<file path="config.mk">
export PLATFORM = sky130hd
export DESIGN_NAME = sv_irq_timer
export DESIGN_NICKNAME = d
export VERILOG_FILES = /design/src/rtl/sv_timer_pkg.sv /design/src/rtl/sv_timer_chan.sv /design/src/rtl/sv_irq_timer.sv
export SDC_FILE = /design/constraint.sdc
export NUM_CORES = 1
export LEC_CHECK = 0
export BUFFER_PORTS_ARGS = -buffer_cell sky130_fd_sc_hd__buf_2
export CORE_ASPECT_RATIO = 0.8
export CORE_MARGIN = 2
export CORE_UTILIZATION = 29
export CTS_BUF_LIST = sky130_fd_sc_hd__clkbuf_4
export DETAILED_ROUTE_END_ITERATION = 8
export PLACE_DENSITY = 0.52
export SYNTH_ARGS = -nofsm -noshare
export SYNTH_HDL_FRONTEND = slang
export SYNTH_SLANG_ARGS = --single-unit
export TNS_END_PERCENT = 1
</file>
<file path="constraint.sdc">
create_clock -name clk -period 2 [get_ports clk]
set_input_delay 0.1 -clock clk [delete_from_list [all_inputs] [get_ports clk]]
set_output_delay 0.1 -clock clk [all_outputs]
set_load 0.01 [all_outputs]
</file>
<file path="src/rtl/sv_timer_pkg.sv">
// Shared register map, bit indices and TCTRL layout for sv_irq_timer.
// Build option: define SV_TIMER_PERIODIC_EN to implement the periodic bit TCTRL[2].
package sv_timer_pkg;

  localparam logic [3:0] REG_CTRL       = 4'h0;
  localparam logic [3:0] REG_STATUS     = 4'h1;
  localparam logic [3:0] REG_ACK        = 4'h2;
  localparam logic [3:0] REG_TIMER_BASE = 4'h4;

  localparam int CTRL_GIE       = 0;
  localparam int CTRL_DMA_IE    = 1;
  localparam int TCTRL_RUN      = 0;
  localparam int TCTRL_SLOW     = 1;
  localparam int TCTRL_PERIODIC = 2;
  localparam int TCTRL_IRQ_EN   = 3;
  localparam int PEND_DMA       = 7;

`ifdef SV_TIMER_PERIODIC_EN
  localparam logic PERIODIC_EN = 1'b1;
`else
  localparam logic PERIODIC_EN = 1'b0;
`endif

  typedef struct packed {
    logic irq_en;
    logic periodic;
    logic slow;
    logic run;
  } tctrl_t;

  // Without periodic support the bit is forced to 0, so it reads back 0 and has no effect.
  function automatic tctrl_t tctrl_from_bits(input logic [3:0] b);
    tctrl_t r;
    r.run      = b[TCTRL_RUN];
    r.slow     = b[TCTRL_SLOW];
    r.periodic = b[TCTRL_PERIODIC] & PERIODIC_EN;
    r.irq_en   = b[TCTRL_IRQ_EN];
    return r;
  endfunction

endpackage

</file>
<file path="src/rtl/sv_timer_chan.sv">
// One timer channel: prescaler, 8-bit down-counter with reload, TCTRL register and expire pulse.
// Periodic behaviour depends on SV_TIMER_PERIODIC_EN through sv_timer_pkg::tctrl_from_bits.
module sv_timer_chan
  import sv_timer_pkg::*;
#(
  parameter int unsigned        PRESC_W    = 14,
  parameter logic [PRESC_W-1:0] PRESC_FAST = 14'h00FF,
  parameter logic [PRESC_W-1:0] PRESC_SLOW = 14'h3FFF
) (
  input  logic       clk,
  input  logic       reset_n,
  input  logic       ce_i,
  input  logic       load_we_i,
  input  logic       tctrl_we_i,
  input  logic [7:0] wdata_i,
  output logic [7:0] count_o,
  output logic [3:0] tctrl_o,
  output logic       expire_o
);

  localparam logic [PRESC_W-1:0] PRESC_ZERO = PRESC_W'(1'b0);
  localparam logic [PRESC_W-1:0] PRESC_ONE  = PRESC_W'(1'b1);

  logic [PRESC_W-1:0] presc_q, presc_d, presc_rl_s;
  logic [7:0]         count_q, count_d;
  logic [7:0]         reload_q, reload_d;
  tctrl_t             tctrl_q, tctrl_d;
  logic               tick_s;
  logic               expire_s;

  // Next-state for prescaler, counter and TCTRL; a LOAD write overrides a same-cycle tick.
  always_comb begin
    presc_rl_s = tctrl_q.slow ? PRESC_SLOW : PRESC_FAST;
    presc_d    = presc_q;
    count_d    = count_q;
    reload_d   = reload_q;
    tctrl_d    = tctrl_q;
    tick_s     = 1'b0;
    expire_s   = 1'b0;

    if (ce_i && tctrl_q.run) begin
      if (presc_q == PRESC_ZERO) begin
        tick_s  = 1'b1;
        presc_d = presc_rl_s;
      end else begin
        presc_d = presc_q - PRESC_ONE;
      end
    end else begin
      presc_d = presc_q;
    end

    if (load_we_i) begin
      reload_d = wdata_i;
      count_d  = wdata_i;
      presc_d  = presc_rl_s;
      expire_s = (wdata_i == 8'h00);
    end else if (tick_s && (count_q != 8'h00)) begin
      if (count_q == 8'h01) begin
        expire_s = 1'b1;
        count_d  = (tctrl_q.periodic && (reload_q != 8'h00)) ? reload_q : 8'h00;
      end else begin
        count_d = count_q - 8'h01;
      end
    end else begin
      count_d = count_q;
    end

    if (tctrl_we_i) begin
      tctrl_d = tctrl_from_bits(wdata_i[3:0]);
    end else begin
      tctrl_d = tctrl_q;
    end
  end

  // Channel state registers.
  always_ff @(posedge clk or negedge reset_n) begin
    if (!reset_n) begin
      presc_q  <= PRESC_ZERO;
      count_q  <= 8'h00;
      reload_q <= 8'h00;
      tctrl_q  <= 4'h0;
    end else begin
      presc_q  <= presc_d;
      count_q  <= count_d;
      reload_q <= reload_d;
      tctrl_q  <= tctrl_d;
    end
  end

  assign count_o  = count_q;
  assign tctrl_o  = tctrl_q;
  assign expire_o = expire_s;

endmodule

</file>
<file path="src/rtl/sv_irq_timer.sv">
// Supervision timer/IRQ controller: register decode, pending latch, irq and read data.
// Build option: SV_TIMER_PERIODIC_EN enables periodic timers (TCTRL[2]).
module sv_irq_timer
  import sv_timer_pkg::*;
#(
  parameter int unsigned        NUM_TIMERS = 2,
  parameter int unsigned        PRESC_W    = 14,
  parameter logic [PRESC_W-1:0] PRESC_FAST = 14'h00FF,
  parameter logic [PRESC_W-1:0] PRESC_SLOW = 14'h3FFF
) (
  input  logic       clk,
  input  logic       reset_n,
  input  logic       ce,
  input  logic       cs,
  input  logic       we,
  input  logic [3:0] addr,
  input  logic [7:0] din,
  output logic [7:0] dout,
  input  logic       dma_done,
  output logic       irq
);

  logic                  wr_s, rd_s;
  logic [1:0]            ctrl_q, ctrl_d;
  logic [7:0]            pend_q, pend_d, set_s;
  logic [7:0]            dout_q, dout_d;
  logic [7:0]            rdata_s, trdata_s;
  logic                  thit_s;
  logic [NUM_TIMERS-1:0] cnt_hit_s, tc_hit_s, load_we_s, tctrl_we_s, expire_s, irq_en_s;
  logic [7:0]            count_s [NUM_TIMERS];
  logic [3:0]            tctrl_s [NUM_TIMERS];

  assign wr_s = cs & ce & we;
  assign rd_s = cs & ce & ~we;

  for (genvar t = 0; t < NUM_TIMERS; t++) begin : g_chan
    localparam logic [3:0] CNT_ADDR = REG_TIMER_BASE + 4'(2 * t);
    localparam logic [3:0] TC_ADDR  = CNT_ADDR + 4'h1;

    assign cnt_hit_s[t]  = (addr == CNT_ADDR);
    assign tc_hit_s[t]   = (addr == TC_ADDR);
    assign load_we_s[t]  = wr_s & cnt_hit_s[t];
    assign tctrl_we_s[t] = wr_s & tc_hit_s[t];
    assign irq_en_s[t]   = tctrl_s[t][TCTRL_IRQ_EN];

    sv_timer_chan #(
      .PRESC_W   (PRESC_W),
      .PRESC_FAST(PRESC_FAST),
      .PRESC_SLOW(PRESC_SLOW)
    ) u_chan (
      .clk       (clk),
      .reset_n   (reset_n),
      .ce_i      (ce),
      .load_we_i (load_we_s[t]),
      .tctrl_we_i(tctrl_we_s[t]),
      .wdata_i   (din),
      .count_o   (count_s[t]),
      .tctrl_o   (tctrl_s[t]),
      .expire_o  (expire_s[t])
    );
  end

  // Read-data mux; any offset not claimed by a register returns FF.
  always_comb begin
    trdata_s = 8'h00;
    thit_s   = 1'b0;
    for (int t = 0; t < NUM_TIMERS; t++) begin
      trdata_s = trdata_s | (cnt_hit_s[t] ? count_s[t] : 8'h00)
                          | (tc_hit_s[t] ? {4'h0, tctrl_s[t]} : 8'h00);
      thit_s   = thit_s | cnt_hit_s[t] | tc_hit_s[t];
    end
    rdata_s = 8'hFF;
    case (addr)
      REG_CTRL:            rdata_s = {6'b000000, ctrl_q};
      REG_STATUS, REG_ACK: rdata_s = pend_q;
      default:             rdata_s = thit_s ? trdata_s : 8'hFF;
    endcase
  end

  // Next-state for CTRL, pending and dout; set events are OR-ed after clears so they win.
  always_comb begin
    set_s                   = 8'h00;
    set_s[PEND_DMA]         = dma_done;
    set_s[NUM_TIMERS-1:0]   = expire_s;

    if (wr_s && (addr == REG_STATUS)) begin
      pend_d = pend_q & ~din;
    end else if (rd_s && (addr == REG_ACK)) begin
      pend_d = 8'h00;
    end else begin
      pend_d = pend_q;
    end
    pend_d = pend_d | set_s;

    if (wr_s && (addr == REG_CTRL)) begin
      ctrl_d = din[1:0];
    end else begin
      ctrl_d = ctrl_q;
    end

    if (rd_s) begin
      dout_d = rdata_s;
    end else begin
      dout_d = dout_q;
    end
  end

  // Control, pending and read-data registers.
  always_ff @(posedge clk or negedge reset_n) begin
    if (!reset_n) begin
      ctrl_q <= 2'b00;
      pend_q <= 8'h00;
      dout_q <= 8'hFF;
    end else begin
      ctrl_q <= ctrl_d;
      pend_q <= pend_d;
      dout_q <= dout_d;
    end
  end

  assign dout = dout_q;
  assign irq  = ctrl_q[CTRL_GIE] &
                ((|(pend_q[NUM_TIMERS-1:0] & irq_en_s)) | (pend_q[PEND_DMA] & ctrl_q[CTRL_DMA_IE]));

endmodule

</file>
* After elaboration in Yosys (flattened, before gate mapping)
Cells that the tools add are included.
** Cells by class
- Equality and inequality tests :: 8
- Bitwise gates (word level) :: 21
- Reductions and logical operators :: 19
- Muxes and demuxes :: 32
- $add $sub $neg :: 4
** Operator list (number)
- 2-to-1 mux 14 bit :: 8
- 2-to-1 mux 8 bit :: 11
- logical NOT 14 bit :: 2
- subtractor 14 x 1 -> 14 bit, second input constant :: 2
- equality test 4 x 3 -> 1 bit, second input constant :: 4
- equality test 8 x 1 -> 1 bit, second input constant :: 2
- bitwise OR 8 x 4 -> 8 bit :: 2
- bitwise OR 8 bit :: 2
- one-hot mux 8 bit (2 select lines) :: 1
- nonzero test 8 bit :: 2
- subtractor 8 x 1 -> 8 bit, second input constant :: 2
- 2-to-1 mux 1 bit :: 10
- bitwise AND 1 bit :: 9
- bitwise AND 8 bit :: 1
- logical NOT 8 bit :: 1
- 2-to-1 mux 4 bit :: 2
- inverter 8 bit :: 1
- nonzero test 2 bit :: 4
- logical AND 1 bit :: 7
- equality test 4 x 1 -> 1 bit, second input constant :: 1
- equality test 4 x 2 -> 1 bit, second input constant :: 1
- logical NOT 4 bit :: 1
- bitwise OR 1 bit :: 4
- OR reduction 2 bit :: 2
- 2 further kinds :: 2
** Word-level totals
- Flip-flop bits (word level) :: 68
- Word-level logic and storage cells :: 97
- Output and inout bits :: 9

* Logic depth before layout (Yosys ltp)
Gate-level depths: netlist (run 1).
- Depth in word-level cells :: 7
- Gate-level depth with buffers :: 8
- Depth with buffers taken out :: 7

* Hierarchy
From an unflattened synthesis (run 1), not the netlist that was laid out.
** Second synthesis, totals
- Cells, all modules :: 480
- Area total of the unflattened synthesis :: 4393.0 um^2
** By module, submodules not included
- sv_timer_chan at g_chan[0].u_chan :: times used 1, cells an instance 192, seq. area each 625.6 um^2, area an instance 1682.9 um^2
- sv_timer_chan at g_chan[1].u_chan :: times used 1, cells an instance 168, seq. area each 625.6 um^2, area an instance 1547.7 um^2
- sv_irq_timer :: times used 1, cells an instance 120, seq. area each 460.4 um^2, area an instance 1162.4 um^2

* Worst setup path after synthesis (run 1)
Ideal clock, no wire load.
- Path kind :: reg-to-reg
- From :: reg g_chan[1].u_chan.presc_q[0]
- To :: reg g_chan[1].u_chan.count_q[6]
- Buffers on the path :: 1
- Clock period less this slack :: 2.135 ns
- Setup slack :: -0.135 ns
- Stages on the path, launching flop included :: 9
- Arrival time :: 2.043 ns
- Setup time :: 0.092 ns
- Required time :: 1.908 ns
- Cell sequence :: dfrtp_1 -> inv_1 -> ha_1 -> nor4b_4 -> nand2_2 -> or4_4 -> buf_6 -> or3_4 -> o31ai_2
** On the way
- Cells in the longest elaborated chain, start to end :: 5
** Ends and longest elaborated chain
- from (decl) :: RTL line sv_timer_chan.sv:24 : logic [PRESC_W-1:0] presc_q, presc_d, presc_rl_s;
- from (signal assigned) :: RTL line sv_timer_chan.sv:83 : presc_q <= presc_d;
- logical NOT 14 bit :: RTL line sv_timer_chan.sv:42 : if (presc_q == PRESC_ZERO) begin
- 2-to-1 mux 1 bit :: RTL line sv_timer_chan.sv:42
- 2-to-1 mux 1 bit :: RTL line sv_timer_chan.sv:41 : if (ce_i && tctrl_q.run) begin
- logical AND 1 bit :: RTL line sv_timer_chan.sv:57 : end else if (tick_s && (count_q != 8'h00)) begin
- nonzero test 2 bit (no source line)
- to (signal assigned) :: RTL line sv_timer_chan.sv:84 : count_q <= count_d;
- to (decl) :: RTL line sv_timer_chan.sv:25 : logic [7:0] count_q, count_d;
Every way passes these cells.
A chain may end at the register's enable or synchronous reset.

* Worst setup path after layout (run 1)
Same ends and word-level chain as after synthesis.

==> metrics.txt, run 1 <==
Rows 38; Total Routing Usage GR 16.9%; Syn Std Cell Area 4080 µm²; CTS clk-pin slew, worst paths 0.13 ns; CTS tree yes; GR peak layer met1; drt wl/cell 16.6 µm; Die X 137 µm; startpoint class of the critical path flip-flop; Non-Filler Instances 722; initial cell density of the core 29.9%; Min-Delay Path Class input pin to flip-flop; initial antenna violation count 0; leakage power 2.19 nW; Routed Antenna Nets 0; Max Fclk 487 MHz; sequential area share after synthesis 42.0%; Worst R2R Setup Slack -0.05 ns; Die ar. 15,000 µm²; hpwl dp 8730 µm; final setup vio count 4; VDD IR max 0.401 mV; status complete, but fails checks; Syn. warnings 0; Vias per Instance 5.31; syn nets 477; NumNets Final 561; total inserted antenna cells 0; Worst EP arrival 2.39 ns; failing checks setup timing; synthesized instance count 453; drt total wl 12,000 µm; Synth Flop Type dfrtp_1; Skew-Pair Late Insertion Delay 0.43 ns; H-tree Lvls 3; GR Util met1 26.3%; Clock Path Buffers 2; Slew Viols, Final 0; Die Ht 110 µm; crit-path max cell delay 0.42 ns; critical path, cell by cell inv_1, ha_1, nor4b_4, nand2_2, or4_4, or3_4, o31ai_4; CP Max Fanout 2; first-pass GRT wire length 19,600 µm; met3 usage 3.06%; Post-synth ARST share 100%; Worst slew margin 66.8%; final RePlAce weighted congestion 0.814; worst setup margin -0.0543 ns; drt initial violations 290; most frequent cells in the layout dfrtp_1 (59), buf_4 (59), nand2_1 (49), nor2_1 (38), o21ai_0 (28); register area 1710 µm²; total CTS buffers 9; Cells after DPL 696; Pwr Total 4.90 mW; # IOs 27; Core Area 13,600 µm²; Reg2Reg Depth 7; end of the worst hold path g_chan[1].u_chan.count_o[1]; critical path required time 2.34 ns; Root Buffer clkbuf_4; crit path time final 2.05 ns; Synth Register Bits 68; vias in the first global route 3,594; period utilization 103%; GR Util met2 23.8%; Worst-Margin Slew 0.495 ns; Fillers 1,377; via count 3,837; CP Capture Type flip-flop; final hold violation count 0; max cap viols 0; Crit-path slowest cell or4_4; syn avg cell area 9.01 µm²; GR Overflow Total 0; drt first pass iters 5; largest net degree at the start of global routing 69; Multi-input gate area 2330 µm²; distinct cell type count after synthesis 63; WHS Path Cells 3; Reg-to-Reg Start g_chan[1].u_chan.presc_q[0]; CP Class flip-flop to flip-flop; drt drc 0; Clock Skew 0.0250 ns; Hold Path Origin din[1]; power density over cell area 963 nW/µm²; share of cells above drive strength 1 28.0%; RSZ-0062 raised after global routing yes; IO buf count 26; Syn-to-layout area delta 24.7%; Sink Count 68; EDFF count, synth 0; worst r2r dst g_chan[1].u_chan.count_o[6]
==> per-stage QoR <==
stage | area, µm² | setup WS, ns | setup TNS [ns] | utilization (%) | hold slack [ns]
after global placement | 4790 | 0.0109 | 0 | 35.1 | 0.161
after global routing | 5090 | -0.156 | -1.16 | 37.3 | 0.0183
final | 5090 | -0.0543 | -0.139 | 37.3 | 0.0251
after detailed placement | 4790 | -0.0608 | -0.129 | 35.1 | 0.153
after floorplan | 4080 | -0.135 | -0.266 | - | -0.196
after CTS | 5030 | -0.0711 | -0.185 | 36.9 | 0.000676
==> layer usage <==
metal | wire length (µm) | vias up
met5 | 0 | -
met4 | 123 | 0
met3 | 555 | 10
met2 | 4930 | 108
met1 | 6370 | 1861
li1 | - | 1858
==> registers in the layout, summed over array words and instances, names as in the netlist <==
name and count:
dout 8, g_chan.u_chan.tctrl_o 6, pend_q 8, g_chan.u_chan.presc_q 28, ctrl_q 2, g_chan.u_chan.count_o 16
==> repair_timing <==
action                     in CTS  in global routing
setup endpoints to repair       6                 22
pin swaps                       5                  5
hold endpoints to repair       76                  0
buffers inserted                3                  0
gates resized for setup         7                 15
hold buffers                    7                  0
==> layout make-up <==
cell class                 count  area share [%]
multi-input combinational    353            45.9
inverter                      12           0.886
clock inverter                 6           0.615
sequential                    68            33.7
timing repair buffer          93            13.0
tap                          180            4.43
clock buffer                  10            1.48
==> worst max path at each step <==
stage / start / endpoint / slack, ns / depth (start not counted)
4_1_cts: g_chan[1].u_chan.presc_q[0] / g_chan[1].u_chan.count_o[6] / -0.07 / 7
6_report: g_chan[1].u_chan.presc_q[0] / g_chan[1].u_chan.count_o[6] / -0.05 / 7
3_5_place_dp: g_chan[1].u_chan.presc_q[0] / g_chan[1].u_chan.count_o[6] / -0.06 / 7
3_3_place_gp: g_chan[1].u_chan.presc_q[0] / g_chan[1].u_chan.count_o[6] / 0.01 / 7
5_1_grt: g_chan[1].u_chan.presc_q[0] / pend_q[1] / -0.16 / 8
2_1_floorplan: g_chan[1].u_chan.presc_q[0] / g_chan[1].u_chan.count_o[6] / -0.13 / 8
==> cells by family after synthesis <==
group	Yosys count	share of synthesized area [%]
compound gates	112	17.8
xor+xnor	10	2.15
fa+ha+maj	6	1.84
buf+inv	32	3.25
flops	68	42.0
mux	23	6.16
simple gates	202	26.8
==> cell usage after synthesis, drive strengths merged, types with 8 or more instances <==
library cell,number,area [µm²]
a21oi,20,100
buf,8,42.5
clkbuf,12,45.0
dfrtp,60,1500
dfstp,8,210
inv,12,45.0
mux2,17,191
nand2,50,190
nand3,25,130
nand4,10,62.6
nor2,38,143
nor3,13,65.1
o21a,9,67.6
o21ai,37,185
or3,9,66.3
or4,9,71.3
==> where the power goes <==
part | switching, mW | leakage, nW | internal (mW)
clock | 0.512 | 0.0634 | 0.257
sequential | 0.389 | 0.844 | 1.75
combinational | 0.999 | 1.29 | 0.988
total | 1.90 | 2.19 | 3.00
==> worst max-delay path: cells and delay by family (launching register included) <==
family                     cells  cell delay [ns]
adders and majority gates      1             0.16
AOI/OAI and AO/OA              1             0.22
and+or+nand+nor                4             1.10
buffers and inverters          1             0.06
DFF                            1             0.41
Note: power is estimated with default switching activity, not from simulation.
==> run 2, diff against run 1 <==
Settings changed: ABC_AREA set to 1.
==> run 2 against run 1 <==
The flow now finishes without violations. Clock skew decreased by 0.012 ns. Non-clock buffer count decreased by 56. Wire length increased by 0.99%. Largest cell class unchanged. Utilization decreased by 4.3 points. Via count increased by 7.3%.
==> metrics.txt, run 2 <==
status complete, no violations; max cap viols 0; power density over cell area 1070 nW/µm²; Worst-Margin Slew 0.453 ns; Synth area leader dfrtp_1; Synth Flop Type dfrtp_1; largest net degree at the start of global routing 69; distinct cell type count after synthesis 39; initial cell density of the core 29.4%; startpoint class of the critical path flip-flop; most frequent cell after synthesis nand2_1; Rows 40; Non-Filler Instances 835; CP Max Fanout 12; Vias per Instance 4.93; crit-path max cell delay 0.41 ns; initial antenna violation count 0; crit path time final 1.80 ns; CTS tree yes; hpwl dp 9100 µm; share of Yosys cell area claimed by the top area cell type 34.3%; Clock Path Buffers 2; Syn. warnings 0; Min-Delay Path Class input pin to flip-flop; Top Family by Delay on Critical Path simple AND/OR/NAND/NOR gates; share of cells above drive strength 1 14.7%; Worst slew margin 69.6%; Setup TNS 0 ns; Worst EP arrival 2.12 ns; drt initial violations 308; Multi-input gate area 2310 µm²; Core Area 14,900 µm²; Largest register FFs 28; hold_ws 0.0598 ns; number of buffers and inverters on the critical path 1; Crit-path slowest cell dfrtp_1; total CTS buffers 9; Root Buffer clkbuf_4; most frequent cells in the layout nand2_1 (166), nor2_1 (68), inv_1 (60), dfrtp_1 (60), nand3_1 (54); Total Routing Usage GR 15.7%; Routed Antenna Nets 0; sequential area share after synthesis 39.1%; VDD IR max 0.425 mV; Slew Viols, Final 0; CTS clk-pin slew, worst paths 0.12 ns; GR Overflow Total 0; drt drc 0; EDFF count, synth 0; NumNets Final 665; leakage power 2.42 nW; RSZ-0062 raised after global routing no; Worst path depth 9; Sink Count 68; drt wl/cell 14.5 µm; critical path, cell by cell inv_1, ha_1, nand2_1, nor2_2, nand4_1, nand4_4, nand2_2, nand2_1, o21ai_2; Skew-Pair Late Insertion Delay 0.43 ns; Die Ht 114 µm; register area 1710 µm²; cts repair resizes 0; synth cell count leaders nand2_1 (166), nor2_1 (68), dfrtp_1 (60), inv_1 (60), nand3_1 (54); period utilization 89.8%; Cells after DPL 814; most common cell after layout, fill and taps aside nand2_1; syn nets 627; Max Fclk 557 MHz; Die X 141 µm; Post-synth ARST share 100%; CP Capture Type flip-flop; Synth area leaders dfrtp_1 (34%), nand2_1 (14%), nand3_1 (6.2%), nor2_1 (5.8%), inv_1 (5.1%); Top reg by flops g_chan.u_chan.presc_q; final setup vio count 0; critical path required time 2.32 ns; WHS Path Cells 4; final hold violation count 0; Syn-to-layout area delta 11.9%; via count 4,117; # IOs 27; syn avg cell area 7.25 µm²; drt total wl 12,100 µm; CP Class flip-flop to flip-flop; Fillers 1,579; IO buf count 26; H-tree Lvls 3; synthesized instance count 603; Synth Register Bits 68; Clock Skew 0.0133 ns; Die ar. 16,100 µm²; total inserted antenna cells 0; drt first pass iters 5; first-pass GRT wire length 19,700 µm; Reg2Reg Depth 9; CP dominant cell by count nand2_1; final RePlAce weighted congestion 0.934; vias in the first global route 3,841; Syn Std Cell Area 4370 µm²
## run 2: cell families (layout without fill, tap and decap cells)
group | count (synthesis) | in the layout | synth area share, %
AO/OA/AOI/OAI | 100 | 100 | 12.8
flip-flops | 68 | 68 | 39.1
adder cells (fa/ha/maj) | 6 | 6 | 1.72
buffers and inverters | 80 | 123 | 8.09
XOR/XNOR | 14 | 14 | 2.80
AND/OR/NAND/NOR | 335 | 335 | 35.5
## run 2: path summary, 6_finish.rpt
check                                             from                     endpoint  slack, ns
min in group asynchronous                      reset_n                    pend_q[5]       0.20
min reg2reg                g_chan[0].u_chan.presc_q[0]  g_chan[0].u_chan.presc_q[0]       0.48
min                                             din[5]                    pend_q[5]       0.06
max                        g_chan[1].u_chan.count_o[0]  g_chan[1].u_chan.count_o[2]       0.20
max reg2reg                g_chan[1].u_chan.count_o[0]  g_chan[1].u_chan.count_o[2]       0.20
max in group asynchronous                      reset_n                      dout[7]       1.46
## run 2: timing repair
action,in CTS,in global routing
setup buffers,0,0
endpoints found under the setup margin,0,0
hold buffers,5,0
endpoints found under the hold margin,72,0
## run 2: power breakdown
part | total, mW | internal, mW | leakage (nW) | switching (mW)
registers | 2.14 | 1.77 | 0.848 | 0.367
logic | 2.16 | 0.788 | 1.50 | 1.37
clock network | 0.932 | 0.403 | 0.0766 | 0.529
## run 2: area by class of cell
cell class	count	area share [%]
clock buffer	11	1.69
clock inverter	5	1.07
inverter	70	5.42
multi-input combinational	455	47.2
sequential	68	35.0
tap	189	4.83
timing repair buffer	37	4.86
## run 2: worst register-to-register path, cell delays in order, from the launching register on
cell and delay, ns:
dfrtp_1 0.41, inv_1 0.16, ha_1 0.23, nand2_1 0.08, nor2_2 0.16, nand4_1 0.16
nand4_4 0.14, nand2_2 0.18, nand2_1 0.12, o21ai_2 0.05
## run 2: metal layers
layer / vias to the layer above / global-route usage (%) / share of wire (%)
li1: 2046 / - / -
met1: 1979 / 24.0 / 53
met2: 84 / 21.5 / 41
met3: 8 / 4.49 / 5.7
met4: 0 / 3.73 / 0.78
met5: - / 0 / 0
## run 2: per-stage QoR
stage	instance area [µm²]	utilization (%)	worst slack [ns]	total power, mW
after floorplan	4370	-	0.411	3.75
after global placement	4710	31.7	0.258	4.26
after detailed placement	4710	31.7	0.229	4.30
after CTS	4890	32.9	0.206	5.28
after global routing	4890	32.9	0.0153	5.70
final	4890	32.9	0.203	5.23
